### config.mk
export PLATFORM = sky130hd
export DESIGN_NAME = fpu_div_exp_ctl
export DESIGN_NICKNAME = d
export VERILOG_FILES = /design/src/rtl/fpu_div_pkg.sv /design/src/rtl/fpu_div_iter_cnt.sv /design/src/rtl/fpu_div_exp_ctl.sv
export SDC_FILE = /design/constraint.sdc
export NUM_CORES = 1
export LEC_CHECK = 0
export ABC_CLOCK_PERIOD_IN_PS = 2870
export CORE_ASPECT_RATIO = 1.25
export CORE_MARGIN = 3
export CORE_UTILIZATION = 47
export DETAILED_ROUTE_END_ITERATION = 7
export GPL_ROUTABILITY_DRIVEN = 0
export PLACE_DENSITY = 0.95
export SETUP_SLACK_MARGIN = 0.15
export SLEW_MARGIN = 0
export SYNTH_ARGS = -nofsm -noshare
export SYNTH_HDL_FRONTEND = slang
export SYNTH_SLANG_ARGS = --single-unit
### constraint.sdc
create_clock -name rclk -period 2.87 [get_ports rclk]
set_clock_uncertainty 0.15 [all_clocks]
set_input_delay 0.4305 -clock rclk [delete_from_list [all_inputs] [get_ports rclk]]
set_output_delay 0.4305 -clock rclk [all_outputs]
set_load 0.02 [all_outputs]
### src/rtl/fpu_div_pkg.sv
// Shared definitions for the divide-pipe exponent sequencer: state codes,
// special-result codes and default iteration counts.
package fpu_div_pkg;

  // Quotient iteration cycle counts for each precision
  localparam int ITER_DBL_DEF = 55;
  localparam int ITER_SNG_DEF = 26;
  localparam int CNT_W_DEF    = 6;

  // Sequencer state encoding (plain constants for legacy tool compatibility)
  typedef logic [3:0] state_t;
  localparam state_t ST_IDLE = 4'd0;
  localparam state_t ST_D2   = 4'd1;
  localparam state_t ST_D3A  = 4'd2;
  localparam state_t ST_D3   = 4'd3;
  localparam state_t ST_D4   = 4'd4;
  localparam state_t ST_ITER = 4'd5;
  localparam state_t ST_D5   = 4'd6;
  localparam state_t ST_D6   = 4'd7;
  localparam state_t ST_D7   = 4'd8;

  // Special-result codes carried with the op into D4
  typedef enum logic [1:0] {
    SPEC_NORM = 2'b00,
    SPEC_ZERO = 2'b01,
    SPEC_C835 = 2'b10,
    SPEC_C118 = 2'b11
  } spec_t;

  // A new op can be accepted while idle or while the previous op finishes
  function automatic logic state_ready(input state_t st);
    return (st == ST_IDLE) || (st == ST_D7);
  endfunction

endpackage

### src/rtl/fpu_div_iter_cnt.sv
// Loadable down-counter with zero flag, used to time quotient iterations.
// Clear outranks load, load outranks decrement; decrement holds at zero.
module fpu_div_iter_cnt #(
  parameter int CNT_W = 6
) (
  input  logic             rclk,
  input  logic             arst_l,
  input  logic             clr,
  input  logic             load,
  input  logic [CNT_W-1:0] load_val,
  input  logic             dec,
  output logic [CNT_W-1:0] cnt,
  output logic             zero
);

  logic [CNT_W-1:0] cnt_reg;

  // Counter register: clear / load / saturating decrement
  always_ff @(posedge rclk or negedge arst_l) begin
    if (!arst_l) begin
      cnt_reg <= '0;
    end else if (clr) begin
      cnt_reg <= '0;
    end else if (load) begin
      cnt_reg <= load_val;
    end else if (dec && (cnt_reg != '0)) begin
      cnt_reg <= cnt_reg - 1'b1;
    end
  end

  assign cnt  = cnt_reg;
  assign zero = (cnt_reg == '0);

endmodule

### src/rtl/fpu_div_exp_ctl.sv
// Exponent-datapath sequencer for the divide pipe. Tracks one fdiv from
// acceptance through D7 and decodes every exponent select, load enable and
// stage strobe from registered state only.
// Optional macro FPU_DIV_EXP_CTL_FLUSH_EN adds the div_flush input, which
// aborts the op in flight and returns to IDLE on the next edge.
module fpu_div_exp_ctl
  import fpu_div_pkg::*;
#(
  parameter int ITER_DBL = ITER_DBL_DEF,
  parameter int ITER_SNG = ITER_SNG_DEF,
  parameter int CNT_W    = CNT_W_DEF    // 2**CNT_W must exceed both iteration counts
) (
  input  logic       rclk,
  input  logic       arst_l,
  input  logic       d1stg_step,
  input  logic       d1stg_dbl,
  input  logic [1:0] d1stg_spec,
`ifdef FPU_DIV_EXP_CTL_FLUSH_EN
  input  logic       div_flush,
`endif
  output logic       div_ready,
  output logic       d234stg_fdiv,
  output logic       div_expadd1_in1_dbl,
  output logic       div_expadd1_in1_sng,
  output logic       div_expadd1_in2_exp_in2_dbl,
  output logic       div_expadd1_in2_exp_in2_sng,
  output logic       d3stg_fdiv,
  output logic       d4stg_fdiv,
  output logic       div_exp1_expadd1,
  output logic       div_exp1_0835,
  output logic       div_exp1_0118,
  output logic       div_exp1_zero,
  output logic       div_exp1_load,
  output logic       d5stg_fdiva,
  output logic       d5stg_fdivd,
  output logic       d5stg_fdivs,
  output logic       d6stg_fdiv,
  output logic       d7stg_fdiv,
  output logic       d7stg_fdivd,
  output logic       div_expadd2_in1_exp_out,
  output logic       div_exp_out_expadd2,
  output logic       div_exp_out_exp_out,
  output logic       div_exp_out_load,
  output logic       div_done
);

  // Counter start values: the op leaves ITER in the cycle the count hits 0,
  // so loading N-1 yields exactly N iteration cycles.
  localparam logic [CNT_W-1:0] LOAD_DBL = CNT_W'(ITER_DBL - 1);
  localparam logic [CNT_W-1:0] LOAD_SNG = CNT_W'(ITER_SNG - 1);

  state_t     state_reg, state_next;
  logic       dbl_reg;
  logic [1:0] spec_reg;
  logic       flush;
  logic       accept;
  logic       cnt_zero;
  logic [CNT_W-1:0] cnt_val;

`ifdef FPU_DIV_EXP_CTL_FLUSH_EN
  assign flush = div_flush;
`else
  assign flush = 1'b0;
`endif

  // A step is taken only when ready and not being flushed on the same edge
  assign accept = d1stg_step && state_ready(state_reg) && !flush;

  fpu_div_iter_cnt #(
    .CNT_W (CNT_W)
  ) u_iter_cnt (
    .rclk     (rclk),
    .arst_l   (arst_l),
    .clr      (flush),
    .load     (state_reg == ST_D4),
    .load_val (dbl_reg ? LOAD_DBL : LOAD_SNG),
    .dec      (state_reg == ST_ITER),
    .cnt      (cnt_val),
    .zero     (cnt_zero)
  );

  // Next-state logic; flush forces IDLE from any state
  always_comb begin
    state_next = state_reg;
    case (state_reg)
      ST_IDLE: if (accept) state_next = ST_D2;
      ST_D2:   state_next = ST_D3A;
      ST_D3A:  state_next = ST_D3;
      ST_D3:   state_next = ST_D4;
      ST_D4:   state_next = ST_ITER;
      ST_ITER: if (cnt_zero) state_next = ST_D5;
      ST_D5:   state_next = ST_D6;
      ST_D6:   state_next = ST_D7;
      ST_D7:   state_next = accept ? ST_D2 : ST_IDLE;
      default: state_next = ST_IDLE;
    endcase
    if (flush) state_next = ST_IDLE;
  end

  // State register plus op attributes latched on acceptance
  always_ff @(posedge rclk or negedge arst_l) begin
    if (!arst_l) begin
      state_reg <= ST_IDLE;
      dbl_reg   <= 1'b0;
      spec_reg  <= 2'b00;
    end else begin
      state_reg <= state_next;
      if (accept) begin
        dbl_reg  <= d1stg_dbl;
        spec_reg <= d1stg_spec;
      end
    end
  end

  // Output decode from registered state and latched attributes only
  always_comb begin
    div_ready                   = state_ready(state_reg);
    d234stg_fdiv                = 1'b0;
    div_expadd1_in1_dbl         = 1'b0;
    div_expadd1_in1_sng         = 1'b0;
    div_expadd1_in2_exp_in2_dbl = 1'b0;
    div_expadd1_in2_exp_in2_sng = 1'b0;
    d3stg_fdiv                  = 1'b0;
    d4stg_fdiv                  = 1'b0;
    div_exp1_expadd1            = 1'b0;
    div_exp1_0835               = 1'b0;
    div_exp1_0118               = 1'b0;
    div_exp1_zero               = 1'b0;
    div_exp1_load               = 1'b0;
    d5stg_fdiva                 = 1'b0;
    d5stg_fdivd                 = 1'b0;
    d5stg_fdivs                 = 1'b0;
    d6stg_fdiv                  = 1'b0;
    d7stg_fdiv                  = 1'b0;
    d7stg_fdivd                 = 1'b0;
    div_expadd2_in1_exp_out     = 1'b0;
    div_exp_out_expadd2         = 1'b0;
    div_exp_out_exp_out         = 1'b0;
    div_exp_out_load            = 1'b0;
    div_done                    = 1'b0;
    case (state_reg)
      ST_D2: begin
        div_expadd1_in1_dbl = dbl_reg;
        div_expadd1_in1_sng = !dbl_reg;
        div_exp1_expadd1    = 1'b1;
        div_exp1_load       = 1'b1;
      end
      ST_D3A: begin
        d234stg_fdiv                = 1'b1;
        div_expadd1_in2_exp_in2_dbl = dbl_reg;
        div_expadd1_in2_exp_in2_sng = !dbl_reg;
        div_exp1_expadd1            = 1'b1;
        div_exp1_load               = 1'b1;
      end
      ST_D3: begin
        d234stg_fdiv     = 1'b1;
        d3stg_fdiv       = 1'b1;
        div_exp1_expadd1 = 1'b1;
        div_exp1_load    = 1'b1;
      end
      ST_D4: begin
        d234stg_fdiv     = 1'b1;
        d4stg_fdiv       = 1'b1;
        div_exp1_load    = 1'b1;
        div_exp1_expadd1 = (spec_reg == SPEC_NORM);
        div_exp1_zero    = (spec_reg == SPEC_ZERO);
        div_exp1_0835    = (spec_reg == SPEC_C835);
        div_exp1_0118    = (spec_reg == SPEC_C118);
      end
      ST_D5: begin
        d5stg_fdiva         = 1'b1;
        d5stg_fdivd         = dbl_reg;
        d5stg_fdivs         = !dbl_reg;
        div_exp_out_expadd2 = 1'b1;
        div_exp_out_load    = 1'b1;
      end
      ST_D6: begin
        d6stg_fdiv              = 1'b1;
        div_expadd2_in1_exp_out = 1'b1;
        div_exp_out_expadd2     = 1'b1;
        div_exp_out_load        = 1'b1;
      end
      ST_D7: begin
        d7stg_fdiv              = 1'b1;
        d7stg_fdivd             = dbl_reg;
        div_expadd2_in1_exp_out = 1'b1;
        div_exp_out_exp_out     = 1'b1;
        div_exp_out_load        = 1'b1;
        div_done                = 1'b1;
      end
      default: ;
    endcase
  end

endmodule
==> flow_summary.yaml, run 1 <==
grt:
  use_met1: 0.218
  grt_pass1_vias: 797
  antenna_found_initial: 0
  grt_use_met2: 0.359
  busiest_layer: "met2"
  grt_overflow: 0
  grtUsageMet3: 0.0502
  grt_use_total: 0.203
  grt_max_degree: 15
  grt_pass1_wl_um: 3460
detailed_routing:
  viasPerCell: 5.77
  wirelength_um: 2150
  ant_nets: 0
  drcViolationCount: 0
  detail_route.wl_per_cell_um: 14.4
  drt_first_pass_iters: 4
  vias: 859
  drtIter0Drc: 20
yosys:
  synth_area_leader_cell: "dfrtp_1"
  ys.warnings.count: 0
  synth-edff-count: 0
  synthFlopType: "dfrtp_1"
  synth_area_leaders: "dfrtp_1 (38%), nor2_1 (6.1%), nor3_1 (4.0%), nand2_1 (3.9%), nand2b_1 (3.6%)"
  synth.top_cell.area_share: 0.375
  synth_commonest_cells: "nor2_1 (14), dfrtp_1 (13), nand2_1 (9)"
  seq_area_frac_synth: 0.375
  syn_area_per_cell_sq_um: 8.50
  synth.ff_latch_count: 13
  synth.distinct_cells: 33
  synthCells: 102
  synth.most_common_cell: "nor2_1"
  mappedNetlistArea_sq_um: 867
  synth_fp_nets: 110
  async_flop_share: 1.00
timing:
  hold_violations: 0
  finalSetupViolCount: 0
  drv_slew: 0
  period_share: 0.904
  max_slew_margin: 0.611
  period_needed_ps: 2600
  grt_setup_unrepaired: "no"
  tightest_slew_ps: 582
  clock.fmax_mhz: 385
  finalSetupTns_ps: 0
clocking:
  clock-sinks: 13
  numCtsBuffers: 3
  cts_tree: "built"
  cts-root-buf: "clkbuf_4"
  clk_latency_ps: 280
  holdBufCountCts: 0
  htreeDepth: 1
  clk_pin_slew_ps: 80
  cts_buffer_depth: 2
cells_and_area:
  drive_gt1_frac: 0.137
  nNetsFinal: 140
  utilization: 0.722
  largest_reg_flops: 6
  postLayoutCellArea_sq_um: 1200
  n_antenna_cell: 0
  stdcell_count: 149
  area_growth_pct: 38.4
floorplanning:
  die_y_um: 54.0
  io_pins: 30
  core-area_sq_um: 1660
  dieArea_sq_um: 2400
  die_w_um: 44.4
  row_count: 16
  start_util: 0.522
setup_path:
  crit_required_ps: 2290
  worstPathMaxFanout: 14
  start_kind: "register"
  critPathArrivalTime_ps: 2020
  ff2ff_setup_slack_ps: 990
  cp-end-kind: "primary output"
  r2r-end: "u_iter_cnt.cnt[2]$_DFFE_PN0P_"
  crit_start: "state_reg[3]$_DFFE_PN0P_"
  r2r_cells: 4
  endpoint: "div_exp1_0835"
  path_class: "reg2out"
  rr_startpoint: "state_reg[3]$_DFFE_PN0P_"
placement:
  dp_cells: 143
  port_buffers: 29
  place_area_sq_um: 1140
  hpwl_um: 1660
worst_hold_path:
  hold_path.class: "in2async"
pwr:
  p_leak_nw: 0.529
  fin_total_pwr_mw: 1.40
  p_per_area_nw_per_um2: 1170
  peakVddDrop_v: 0.000672
job:
  maxCapViolCount: 0
run_status:
  status: "completed"
## worst max-delay path: stages (launching register included)
cell,delay [ps]
dfrtp_2,500
nor2b_1,180
nand2_1,160
nor3b_1,240
clkdlybuf4s50_1,650
## layout make-up
class / instances / area [sq um]
timing repair buffer: 31 / 310
fill: 123 / 462
clock buffer: 4 / 26.3
tap: 18 / 22.5
sequential: 13 / 329
inverter: 5 / 18.8
multi-input combinational: 78 / 493
## metal layers
metal	up-vias	share of wire	wire length, um
met5	-	0	0
met4	0	0.024	51
met3	8	0.055	119
met2	36	0.52	1120
met1	401	0.40	864
li1	414	-	-
## where the power goes
part	switching (mW)	internal [mW]
Combinational	0.467	0.415
Sequential	0.131	0.274
Clock	0.0610	0.0541
Total	0.659	0.743
## kinds of logic (layout without fill, tap and decap cells)
| logic type | after synthesis | after routing | synth area share |
|---|---|---|---|
| multiplexers | 3 | 3 | 0.0390 |
| adder cells (fa/ha/maj) | 2 | 2 | 0.0289 |
| XOR/XNOR | 1 | 1 | 0.0101 |
| flip-flops | 13 | 13 | 0.375 |
| AO/OA/AOI/OAI | 18 | 18 | 0.157 |
| AND/OR/NAND/NOR | 54 | 54 | 0.325 |
| buffers and inverters | 11 | 40 | 0.0649 |
## layout by cell type, fill, tap and decap left out, drive strengths merged, types with 2 or more instances in the layout
cell           instances
a21oi                  3
dfrtp                 13
buf                    2
mux2                   3
a211o                  3
or3                    5
nand2                  9
nor2b                  2
nand2b                 5
or2                    2
nor3b                  2
clkdlybuf4s50         27
nand3                  3
inv                    5
ha                     2
dlymetal6s2s           2
o21ai                  6
nor2                  14
nor4                   2
nor3                   7
clkbuf                 4
a211oi                 2
## metrics by stage
stage	hold slack [ps]	worst slack, ps
global route	374	168
global placement	347	470
floorplan	-15.1	616
detailed placement	352	450
CTS	363	191
finish	362	274
## how the worst min path moves through the flow
stage / from / to / slack (ps) / cells after the start
after CTS: u_iter_cnt.cnt[0]$_DFFE_PN0P_ / u_iter_cnt.cnt[0]$_DFFE_PN0P_ / 360 / 1
after global placement: u_iter_cnt.cnt[0]$_DFFE_PN0P_ / u_iter_cnt.cnt[0]$_DFFE_PN0P_ / 350 / 1
after global routing: arst_l / u_iter_cnt.cnt[5]$_DFFE_PN0P_ / 370 / 1
final: arst_l / u_iter_cnt.cnt[0]$_DFFE_PN0P_ / 360 / 1
after detailed placement: u_iter_cnt.cnt[0]$_DFFE_PN0P_ / u_iter_cnt.cnt[0]$_DFFE_PN0P_ / 350 / 1
after floorplan: arst_l / dbl_reg$_DFFE_PN0P_ / -20 / 0
## what timing repair did
action,4_1_cts,5_1_grt
resized for setup,2,5
buffers inserted,0,2
endpoints found under the setup margin,2,7
pin swaps,0,0
(Power assumes the default switching activity.)
==> run 2, diff against run 1 <==
ABC_AREA = 1   (was unset)
==> flow_summary.yaml, run 2 <==
run_status:
  status: "completed"
floorplanning:
  start_util: 0.512
  core-area_sq_um: 1620
  row_count: 16
  die_y_um: 53.0
  io_pins: 30
  die_w_um: 43.6
  dieArea_sq_um: 2310
timing:
  max_slew_margin: 0.600
  period_needed_ps: 2570
  drv_slew: 0
  period_share: 0.894
  tightest_slew_ps: 598
  clock.fmax_mhz: 390
  finalSetupViolCount: 0
  setup_ws_ps: 303
  finalSetupTns_ps: 0
  hold_violations: 0
  grt_setup_unrepaired: "no"
clocking:
  cts_buffer_depth: 2
  cts_tree: "built"
  clk_pin_slew_ps: 90
  clk_latency_ps: 280
  cts-root-buf: "clkbuf_4"
  cts_setup_buffers: 0
  htreeDepth: 1
  numCtsBuffers: 3
  clock-sinks: 13
setup_path:
  crit_path_frequent_cell: "nor2_1"
  cp_slowest_stage_delay_ps: 630
  critPathArrivalTime_ps: 1990
  crit_buf_inv: 2
  path_class: "reg2out"
  crit_required_ps: 2290
  worstPathMaxFanout: 6
  path_cells: "inv_2 -> nand2_2 -> nor2_1 -> nand2_1 -> nor2_1 -> clkdlybuf4s50_1"
  crit_family: "buffers and inverters"
  cp_slowest_cell: "clkdlybuf4s50_1"
  cp-end-kind: "primary output"
  start_kind: "register"
yosys:
  async_flop_share: 1.00
  synth_commonest_cells: "nor2_1 (26), nand2_1 (25), inv_1 (18)"
  synth.area.mux_share: 0
  synth.top_cell.area_share: 0.392
  synthXorXnorAreaFrac: 0
  seq_area_frac_synth: 0.392
  synth_fp_nets: 134
  synth_area_leader_cell: "dfrtp_1"
  ys.warnings.count: 0
  synth.ff_latch_count: 13
  synthCells: 126
  synth_compound_area_frac: 0.0828
  synthAdderAreaFrac: 0.0301
  synth_top_family_by_area: "simple AND/OR/NAND/NOR gates"
  mappedNetlistArea_sq_um: 831
  syn_area_per_cell_sq_um: 6.59
  synthSimpleGateAreaFrac: 0.386
  synth-edff-count: 0
  synth.distinct_cells: 17
  synth_area_leaders: "dfrtp_1 (39%), nor2_1 (12%), nand2_1 (11%), nand3_1 (10%), inv_1 (8.1%)"
  synth.most_common_cell: "nor2_1"
  synthFlopType: "dfrtp_1"
detailed_routing:
  viasPerCell: 5.63
  ant_nets: 0
  drt_first_pass_iters: 4
  drtIter0Drc: 36
  wirelength_um: 2630
  drcViolationCount: 0
  detail_route.wl_per_cell_um: 15.0
  vias: 986
grt:
  grt_pass1_wl_um: 4250
  grt_use_total: 0.247
  grt_pass1_vias: 1005
  grt_overflow: 0
  grt_max_degree: 14
  antenna_found_initial: 0
cells_and_area:
  final_common_cell: "nor2_1"
  final.fill_count: 116
  drive_gt1_frac: 0.0510
  area_growth_pct: 42.5
  n_antenna_cell: 0
  stdcell_count: 175
  nNetsFinal: 166
  largest_reg_flops: 6
  layout_common_cells: "nor2_1 (26), nand2_1 (25), clkdlybuf4s50_1 (21)"
  postLayoutCellArea_sq_um: 1180
job:
  maxCapViolCount: 0
placement:
  dp_cells: 171
  hpwl_um: 1900
  place_area_sq_um: 1130
  port_buffers: 29
  pre_cts_slack_ps: 567
pwr:
  p_leak_nw: 0.721
  peakVddDrop_v: 0.000843
  fin_total_pwr_mw: 1.50
  p_per_area_nw_per_um2: 1260
worst_hold_path:
  hold_path.class: "in2async"
## run 2: changes by cell type in the layout (fill, tap and decap cells not counted), sizes merged, moves of 3 or more
cell and change:
a211o -3, clkdlybuf4s50 -6, dlymetal6s2s +6, inv +14
mux2 -3, nand2 +17, nand2b -5, nand3 +14
nor2 +12, or3 -5
## run 2: final cells by class
type / count / area (sq um) / area share
multi-input combinational: 91 / 419 / 0.354
clock inverter: 1 / 5.00 / 0.00423
clock buffer: 3 / 22.5 / 0.0190
inverter: 19 / 71.3 / 0.0603
tap: 18 / 22.5 / 0.0190
sequential: 13 / 325 / 0.275
timing repair buffer: 30 / 318 / 0.268
## run 2: repair_timing
action                     CTS  global route
setup endpoints to repair    0             9
gates resized for setup      0             9
hold buffers                 0             0
## run 2: worst reg2reg max path, delay by kind of cell, from the launching register on
family | cells | cell delay (ps)
adders and majority gates | 1 | 180
buffers and inverters | 1 | 180
DFF | 1 | 390
and+or+nand+nor | 5 | 660
## run 2: metrics by stage
stage	hold slack (ps)	utilization
detailed placement	363	0.698
global route	383	0.730
finish	366	0.730
global placement	350	0.698
floorplan	-15.1	-
CTS	378	0.715
## run 2: worst paths after layout
path | from | to | slack, ps | cells after the start
max | state_reg[3]$_DFFE_PN0P_ | d5stg_fdivs | 300 | 6
min | arst_l | u_iter_cnt.cnt[1]$_DFFE_PN0P_ | 370 | 1
max reg2reg | u_iter_cnt.cnt[0]$_DFFE_PN0P_ | u_iter_cnt.cnt[0]$_DFFE_PN0P_ | 1200 | 7
min reg2reg | u_iter_cnt.cnt[0]$_DFFE_PN0P_ | u_iter_cnt.cnt[0]$_DFFE_PN0P_ | 390 | 2
max in group asynchronous | arst_l | state_reg[2]$_DFFE_PN0P_ | 1820 | 1
min in group rclk | u_iter_cnt.cnt[0]$_DFFE_PN0P_ | u_iter_cnt.cnt[0]$_DFFE_PN0P_ | 390 | 2
## run 2: cell families (layout without fill, tap and decap cells)
kind of cell | count (synthesis) | after routing
adder cells (fa/ha/maj) | 2 | 2
AO/OA/AOI/OAI | 13 | 13
flip-flops | 13 | 13
AND/OR/NAND/NOR | 76 | 76
buffers and inverters | 22 | 53
## run 2: where the power goes
| group | total, mW | switching (mW) | internal (mW) |
|---|---|---|---|
| registers | 0.369 | 0.0954 | 0.274 |
| clock network | 0.121 | 0.0690 | 0.0518 |
| logic | 1.01 | 0.626 | 0.379 |
| total | 1.50 | 0.790 | 0.705 |
## run 2: metal layers
metal	part of all wire	vias to the layer above	global-route usage
li1	-	463	-
met1	0.35	461	0.286
met2	0.54	53	0.417
met3	0.074	9	0.0680
met4	0.035	0	0.111
met5	0	-	0
==> run 3, diff against run 2 <==
CAP_MARGIN = 20   (was unset)
CTS_CLUSTER_DIAMETER = 200   (was unset)
GPL_TIMING_DRIVEN = 1   (was unset)
==> results of run 3 <==
The final DEF is identical to that of run 2; final timing and power are the same.
